`config.mk`:
```
export PLATFORM = sky130hd
export DESIGN_NAME = instr_mem_loader
export DESIGN_NICKNAME = d
export VERILOG_FILES = /design/src/rtl/instr_mem_loader.sv
export SDC_FILE = /design/constraint.sdc
export NUM_CORES = 1
export LEC_CHECK = 0
export BUFFER_PORTS_ARGS = -buffer_cell sky130_fd_sc_hd__buf_4
export CORE_MARGIN = 2
export CORE_UTILIZATION = 40
export CTS_CLUSTER_DIAMETER = 40
export CTS_CLUSTER_SIZE = 24
export DETAILED_ROUTE_END_ITERATION = 7
export HOLD_SLACK_MARGIN = 0.02
export SLEW_MARGIN = 10
export SYNTH_ARGS = -nofsm -noshare
export SYNTH_HDL_FRONTEND = slang
export SYNTH_SLANG_ARGS = --single-unit
```
`constraint.sdc`:
```
create_clock -name clk -period 10.7 [get_ports clk]
set_clock_uncertainty 0.2 [all_clocks]
set_input_delay 0.535 -clock clk [delete_from_list [all_inputs] [get_ports clk]]
set_output_delay 0.535 -clock clk [all_outputs]
set_load 0.005 [all_outputs]
```
`src/rtl/instr_mem_loader.sv`:
```
// ============================================================================
//  Module      : instr_mem_loader
//  Description : Byte-stream loader for the instruction memory. Receives a
//                16-bit little-endian word count followed by N little-endian
//                32-bit words and writes them to consecutive word addresses,
//                holding the CPU stalled (busy) while the load is running.
//                Optional feature macro: LOADER_CHECKSUM_EN adds a trailing
//                XOR checksum byte, checked in state CHK.
//  Revision    : 1.0 - initial release
// ============================================================================
`default_nettype none

module instr_mem_loader #(
    parameter int DEPTH = 1024
) (
    input  logic        clk,
    input  logic        rst,
    input  logic        start,
    input  logic        byte_valid,
    input  logic [7:0]  byte_data,
    output logic        byte_ready,
    output logic        mem_we,
    output logic [31:0] mem_addr,
    output logic [31:0] mem_wdata,
    output logic        busy,
    output logic        done,
    output logic        err
);

    localparam logic [2:0] S_IDLE  = 3'd0;
    localparam logic [2:0] S_LEN0  = 3'd1;
    localparam logic [2:0] S_LEN1  = 3'd2;
    localparam logic [2:0] S_DATA  = 3'd3;
    localparam logic [2:0] S_WRITE = 3'd4;
    localparam logic [2:0] S_FIN   = 3'd5;
`ifdef LOADER_CHECKSUM_EN
    localparam logic [2:0] S_CHK   = 3'd6;
`endif

    logic [2:0]  r_state;
    logic [2:0]  w_next;
    logic [15:0] r_count;
    logic [31:0] r_idx;
    logic [1:0]  r_bcnt;
    logic [23:0] r_word;
    logic [31:0] r_addr;
    logic [31:0] r_wdata;
    logic        r_done;
    logic        r_err;
`ifdef LOADER_CHECKSUM_EN
    logic [7:0]  r_xor;
`endif

    logic        w_accept;
    logic [15:0] w_len;
    logic        w_too_long;
    logic        w_last;

    // The count high byte is only meaningful on the LEN1 accepting edge
    assign w_accept   = byte_valid && byte_ready;
    assign w_len      = {byte_data, r_count[7:0]};
    assign w_too_long = ({16'd0, w_len} > 32'(DEPTH));
    assign w_last     = ((r_idx + 32'd1) == {16'd0, r_count});

    // State register
    always_ff @(posedge clk or posedge rst) begin
        if (rst) r_state <= S_IDLE;
        else     r_state <= w_next;
    end

    // Next-state decode
    always_comb begin
        w_next = r_state;
        case (r_state)
            S_IDLE:  if (start) w_next = S_LEN0;
            S_LEN0:  if (w_accept) w_next = S_LEN1;
            S_LEN1: begin
                if (w_accept) begin
                    if (w_too_long)
                        w_next = S_FIN;
                    else if (w_len == 16'd0)
`ifdef LOADER_CHECKSUM_EN
                        w_next = S_CHK;
`else
                        w_next = S_FIN;
`endif
                    else
                        w_next = S_DATA;
                end
            end
            S_DATA:  if (w_accept && (r_bcnt == 2'd3)) w_next = S_WRITE;
            S_WRITE: begin
                if (w_last)
`ifdef LOADER_CHECKSUM_EN
                    w_next = S_CHK;
`else
                    w_next = S_FIN;
`endif
                else
                    w_next = S_DATA;
            end
`ifdef LOADER_CHECKSUM_EN
            S_CHK:   if (w_accept) w_next = S_FIN;
`endif
            S_FIN:   w_next = S_IDLE;
            default: w_next = S_IDLE;
        endcase
    end

    // State-decoded handshake and status outputs
    always_comb begin
        byte_ready = 1'b0;
        mem_we     = 1'b0;
        busy       = (r_state != S_IDLE);
        case (r_state)
            S_LEN0, S_LEN1, S_DATA: byte_ready = 1'b1;
`ifdef LOADER_CHECKSUM_EN
            S_CHK:                  byte_ready = 1'b1;
`endif
            S_WRITE:                mem_we     = 1'b1;
            default:                ;
        endcase
    end

    // Datapath: length capture, word assembly, write-port registers, status
    always_ff @(posedge clk or posedge rst) begin
        if (rst) begin
            r_count <= 16'd0;
            r_idx   <= 32'd0;
            r_bcnt  <= 2'd0;
            r_word  <= 24'd0;
            r_addr  <= 32'd0;
            r_wdata <= 32'd0;
            r_done  <= 1'b0;
            r_err   <= 1'b0;
`ifdef LOADER_CHECKSUM_EN
            r_xor   <= 8'd0;
`endif
        end else begin
            case (r_state)
                S_IDLE: begin
                    if (start) begin
                        r_idx  <= 32'd0;
                        r_bcnt <= 2'd0;
                        r_done <= 1'b0;
                        r_err  <= 1'b0;
`ifdef LOADER_CHECKSUM_EN
                        r_xor  <= 8'd0;
`endif
                    end
                end
                S_LEN0: if (w_accept) r_count[7:0] <= byte_data;
                S_LEN1: begin
                    if (w_accept) begin
                        r_count[15:8] <= byte_data;
                        if (w_too_long) r_err <= 1'b1;
                    end
                end
                S_DATA: begin
                    if (w_accept) begin
                        r_bcnt <= r_bcnt + 2'd1;
`ifdef LOADER_CHECKSUM_EN
                        r_xor  <= r_xor ^ byte_data;
`endif
                        // Fourth byte completes the word: present it on the write port
                        if (r_bcnt == 2'd3) begin
                            r_addr  <= r_idx;
                            r_wdata <= {byte_data, r_word};
                        end else begin
                            r_word[{r_bcnt, 3'b000} +: 8] <= byte_data;
                        end
                    end
                end
                // Index saturates at N-1 so it never points past the load
                S_WRITE: if (!w_last) r_idx <= r_idx + 32'd1;
`ifdef LOADER_CHECKSUM_EN
                S_CHK:   if (w_accept) r_err <= (byte_data != r_xor);
`endif
                S_FIN:   r_done <= 1'b1;
                default: ;
            endcase
        end
    end

    assign mem_addr  = r_addr;
    assign mem_wdata = r_wdata;
    assign done      = r_done;
    assign err       = r_err;

endmodule

`default_nettype wire

```
## Word level (Yosys, flattened, before mapping)

Cells that the tools add are included.

| cells by class | value |
|---|---|
| multiplexer cells | 22 |
| bitwise operators | 1 |
| shift operators | 2 |
| add/sub/neg operators | 3 |
| reductions and logical operators | 19 |
| equal/unequal tests | 14 |
| magnitude comparators | 1 |

Operators by type and width:

| operator | number |
|---|---|
| $mux 32 | 2 |
| $pmux 32 s2 | 1 |
| $add 32x1->32 const B | 1 |
| $eq 32x16->1 | 1 |
| $bwmux 24 | 1 |
| $shift 8x7->24 const A | 1 |
| $shiftx 8x7->24 | 1 |
| $mux 3 | 7 |
| $gt 16x11->1 const B | 1 |
| $logic_not 16->1 | 1 |
| $pmux 3 s5 | 1 |
| $ne 2x2->1 const B | 7 |
| $reduce_and 3->1 | 4 |
| $reduce_and 4->1 | 2 |
| $reduce_bool 2->1 | 4 |
| $neg 5->7 | 1 |
| $eq 3x2->1 const B | 2 |
| $eq 3x3->1 const B | 2 |
| $reduce_and 2->1 | 3 |
| $mux 1 | 5 |
| $mux 2 | 2 |
| $pmux 1 s2 | 2 |
| $pmux 2 s2 | 1 |
| $eq 3x1->1 const B | 1 |
| other kinds (7) | 8 |

| word-level totals | value |
|---|---|
| flip-flop bits (word level) | 143 |

## Logic depth before layout (Yosys ltp)

| logic depth | value |
|---|---|
| word-level depth | 7 |
| gate-level depth with buffers | 11 |
| depth with buffers taken out | 9 |

## Least setup slack after synthesis

OpenSTA, ideal clock, no wires.

| timing path | value |
|---|---|
| path type | register to register |
| start point | reg r_idx[0] |
| end point | reg r_idx[1] |
| cell stages (with the launch flop) | 10 |
| arrival time | 2.915 ns |
| data required time | 10.378 ns |
| path slack | 7.463 ns |
| path buffers | 0 |
| cells stage by stage | dfrtp_1 ha_1 nand3_1 or4_1 or3_1 mux2_2 nand4b_1 nor4_1 nand2_1 a32o_1 |

| on the way | value |
|---|---|
| word-level cells in the longest chain between the ends | 4 |
| elaborated cells between the ends (all ways) | 6 |
| classes of those cells | add/sub: 1; eq/ne: 2; mux: 2; reduce/logical: 1 |

Ends and longest elaborated chain:

| item | RTL line | source |
|---|---|---|
| start: declaration | 43 | `logic [31:0] r_idx;` |
| start signal: assignment | 175 | `S_WRITE: if (!w_last) r_idx <= r_idx + 32'd1;` |
| $add 32x1->32 * | 63, 175 |  |
| $eq 32x16->1 | 63 | `assign w_last = ((r_idx + 32'd1) == {16'd0, r_count});` |
| $ne 2x2->1 (no source line) | -- |  |
| $reduce_and 3->1 (no source line) | -- |  |

Mark *: on every way between the ends. The rest lies on a longest branch, timed or not. The select of a mux whose other input is x is not followed.
A chain may end at the register's enable or synchronous reset.

## Worst setup path after layout

| timing path | value |
|---|---|
| start point | reg r_idx[0] |
| end point | reg r_idx[20] |

The elaborated chain is that of the path after synthesis.

==> results_dict.tcl <==
set metrics [dict create \
    grt_pass1_wl_microns 31100 \
    max_cap_violations 0 \
    cp-end-kind "register" \
    slew_headroom 0.214 \
    critPathKind "reg2reg" \
    drive_gt1_frac 0.268 \
    ios 81 \
    ff2ff_path_depth 9 \
    grt_max_degree 81 \
    tightest_slew_ns 1.18 \
    vias_per_cell 5.63 \
    gp_routability_congestion 0.939 \
    dp_worst_setup_slack_ns 5.94 \
    wl_per_cell_microns 18.9 \
    slew_viol_final 0 \
    yosysUniqueCellTypes 60 \
    start_kind "register" \
    fin_area_sq_um 8520 \
    max_stage_delay_ns 1.11 \
    worstPathMaxFanout 20 \
    yosysSeqAreaShare 0.496 \
    final-hold-violation-count 0 \
    period_share 0.447 \
    nets 769 \
    synth_area_leaders "dfrtp_1, mux2_2, nand2_1, o21ai_0, xnor2_1" \
    synth_edf_count 0 \
    holdCritStartpoint "byte_data[4]" \
    p_clk_frac 0.310 \
    place_inst 960 \
    fin_util 0.478 \
    place_area_sq_um 7940 \
    path_clk_slew_ns 0.06 \
    setup_viol 0 \
    synthesis.nets 716 \
    syn-instance-count 698 \
    core_sq_um 17800 \
    hpwl_microns 12900 \
    grt_remaining_overflow 0 \
    die_x_microns 138 \
    ys_seq_elements 143 \
    fillCellCount 1674 \
    drt_wl_total_microns 18800 \
    clk_path_buf_depth 2 \
    h-tree-depth 4 \
    swShare 0.335 \
    synth_common_cells "dfrtp_1, nand2_1, mux2_2, o21ai_0, clkbuf_1" \
    cp-startpoint "r_idx[0]" \
    die_h_microns 138 \
    power.density_nw_per_um2 220 \
    antenna_found_initial 0 \
    cts_tree "yes" \
    ir_drop_mv 0.122 \
    power_frac_seq 0.421 \
    synth_top_area_cell "dfrtp_1" \
    setup-tns-final_ns 0 \
    rows 49 \
    vias 5590 \
    drt-pass1-iter-count 5 \
    grt_pass1_vias 5688 \
    leakage_nw 4.03 \
    worstSkewPairLatency_ns 0.43 \
    cts_sinks 143 \
    fin_ws_ns 5.91 \
    min-delay-path-class "in2reg" \
    path_cells "ha_1 > nand3_1 > or4_1 > or3_1 > mux2_2 > nor3b_2 > nand4_1 > a21oi_2 > a22o_1" \
    io_buffers 80 \
    track_usage 0.205 \
    fin_cells 993 \
    drc 0 \
    period_minus_slack_ns 4.79 \
    synthesis.area_sq_um 7220 \
    arrival_ns 4.94 \
    drtIter0Drc 338 \
    initial_core_util 0.405 \
    cts-root-buf "clkbuf_16" \
    max_freq_mhz 209 \
    status "finished clean" \
    ant_nets 0 \
    area_growth_pct 18.1 \
    whs_path_depth 3 \
    yosys_most_used_dff "dfrtp_1" \
    grt_setup_unrepaired "no" \
    p_switching_uw 629 \
    async_reset_ff_frac 1.00 \
    cpMaxStageDelayCell "a21oi_2" \
    n_antenna_cell 0 \
    yosysWarnings 0 \
    synth_most_common_cell "dfrtp_1" \
    p_comb_frac 0.269 \
    syn_avg_cell_area_sq_um 10.3 \
    die-area_sq_um 19100 \
    p_int_mw 1.25 \
    synth_top_area_frac 0.496 \
    cts_made_buffers 17 \
    r2r_start "r_idx[0]" \
    critPathRequiredTime_ns 10.86 \
]
## registers in the layout, indices dropped and copies added, names as in the netlist
name,count
mem_addr,32
mem_wdata,32
r_idx,32
r_word,24
r_count,16
r_state,3
r_bcnt,2
done,1
err,1
## cells by family (layout without fill, tap and decap cells)
kind of cell | after synthesis | after routing | synth area share
muxes | 78 | 78 | 0.122
and+or+nand+nor | 252 | 252 | 0.189
AOI/OAI and AO/OA | 122 | 122 | 0.110
DFF | 143 | 143 | 0.496
adders and majority gates | 6 | 6 | 0.0104
buffers and inverters | 67 | 133 | 0.0369
xor gates and xnor gates | 30 | 30 | 0.0364
## path summary, 6_finish.rpt
path / end / slack [ns]
setup / recovery: r_idx[20] / 5.91
hold / removal: r_word[4] / 0.22
setup reg to reg: r_idx[20] / 5.91
hold reg to reg: r_word[5] / 0.28
max in group asynchronous: mem_addr[23] / 8.26
min in group asynchronous: r_idx[26] / 0.52
## what timing repair did
action                    in CTS  in global routing
buffers inserted               0                  0
hold buffers                   1                  0
hold endpoints to repair      63                  0
resized for setup              0                  0
## cell usage in the layout, fill, tap and decap left out, types with 12 or more instances in the layout
cell type / count
a211o_1: 15
a21oi_1: 22
and3_1: 20
buf_4: 85
clkbuf_16: 17
dfrtp_1: 143
inv_1: 13
mux2_2: 77
nand2_1: 81
nand3_1: 29
nand4_1: 18
nor2_1: 20
nor3_1: 20
nor4_1: 12
o21ai_0: 42
xnor2_1: 19
## power by group through the flow
| stage | Sequential (mW) | Clock [mW] | Combinational (mW) |
|---|---|---|---|
| after floorplan | 0.746 | 0 | 0.360 |
| after global placement | 0.794 | 0 | 0.493 |
| after detailed placement | 0.801 | 0 | 0.506 |
| after CTS | 0.791 | 0.594 | 0.510 |
| after global routing | 0.810 | 0.613 | 0.565 |
| final | 0.790 | 0.582 | 0.504 |
## critical path, delay by kind of cell, from the launching register on
kind | cells | cell delay, ns
DFF | 1 | 0.48
adders and majority gates | 1 | 0.32
and+or+nand+nor | 5 | 2.04
muxes | 1 | 0.27
AOI/OAI and AO/OA | 2 | 1.40
## final cells by class
class,instances,area (sq um),share of cell area
clock inverter,15,149,0.0175
clock buffer,17,425,0.0499
sequential,143,3580,0.420
multi-input combinational,488,3380,0.396
timing repair buffer,86,648,0.0760
tap,229,287,0.0336
inverter,15,61.3,0.00719
## metal layers
metal	vias to the layer above	share of wire	global-route usage
met5	-	0	0
met4	0	0.021	0.0763
met3	29	0.039	0.0384
met2	132	0.49	0.330
met1	2783	0.45	0.276
li1	2646	-	-
## metrics by stage
step / hold slack (ns) / total power, mW
after floorplan: 0.245 / 1.11
after global placement: 0.260 / 1.29
after detailed placement: 0.269 / 1.31
after CTS: 0.199 / 1.90
after global routing: 0.215 / 1.99
final: 0.220 / 1.88
Power figures use the tool's default switching activity.
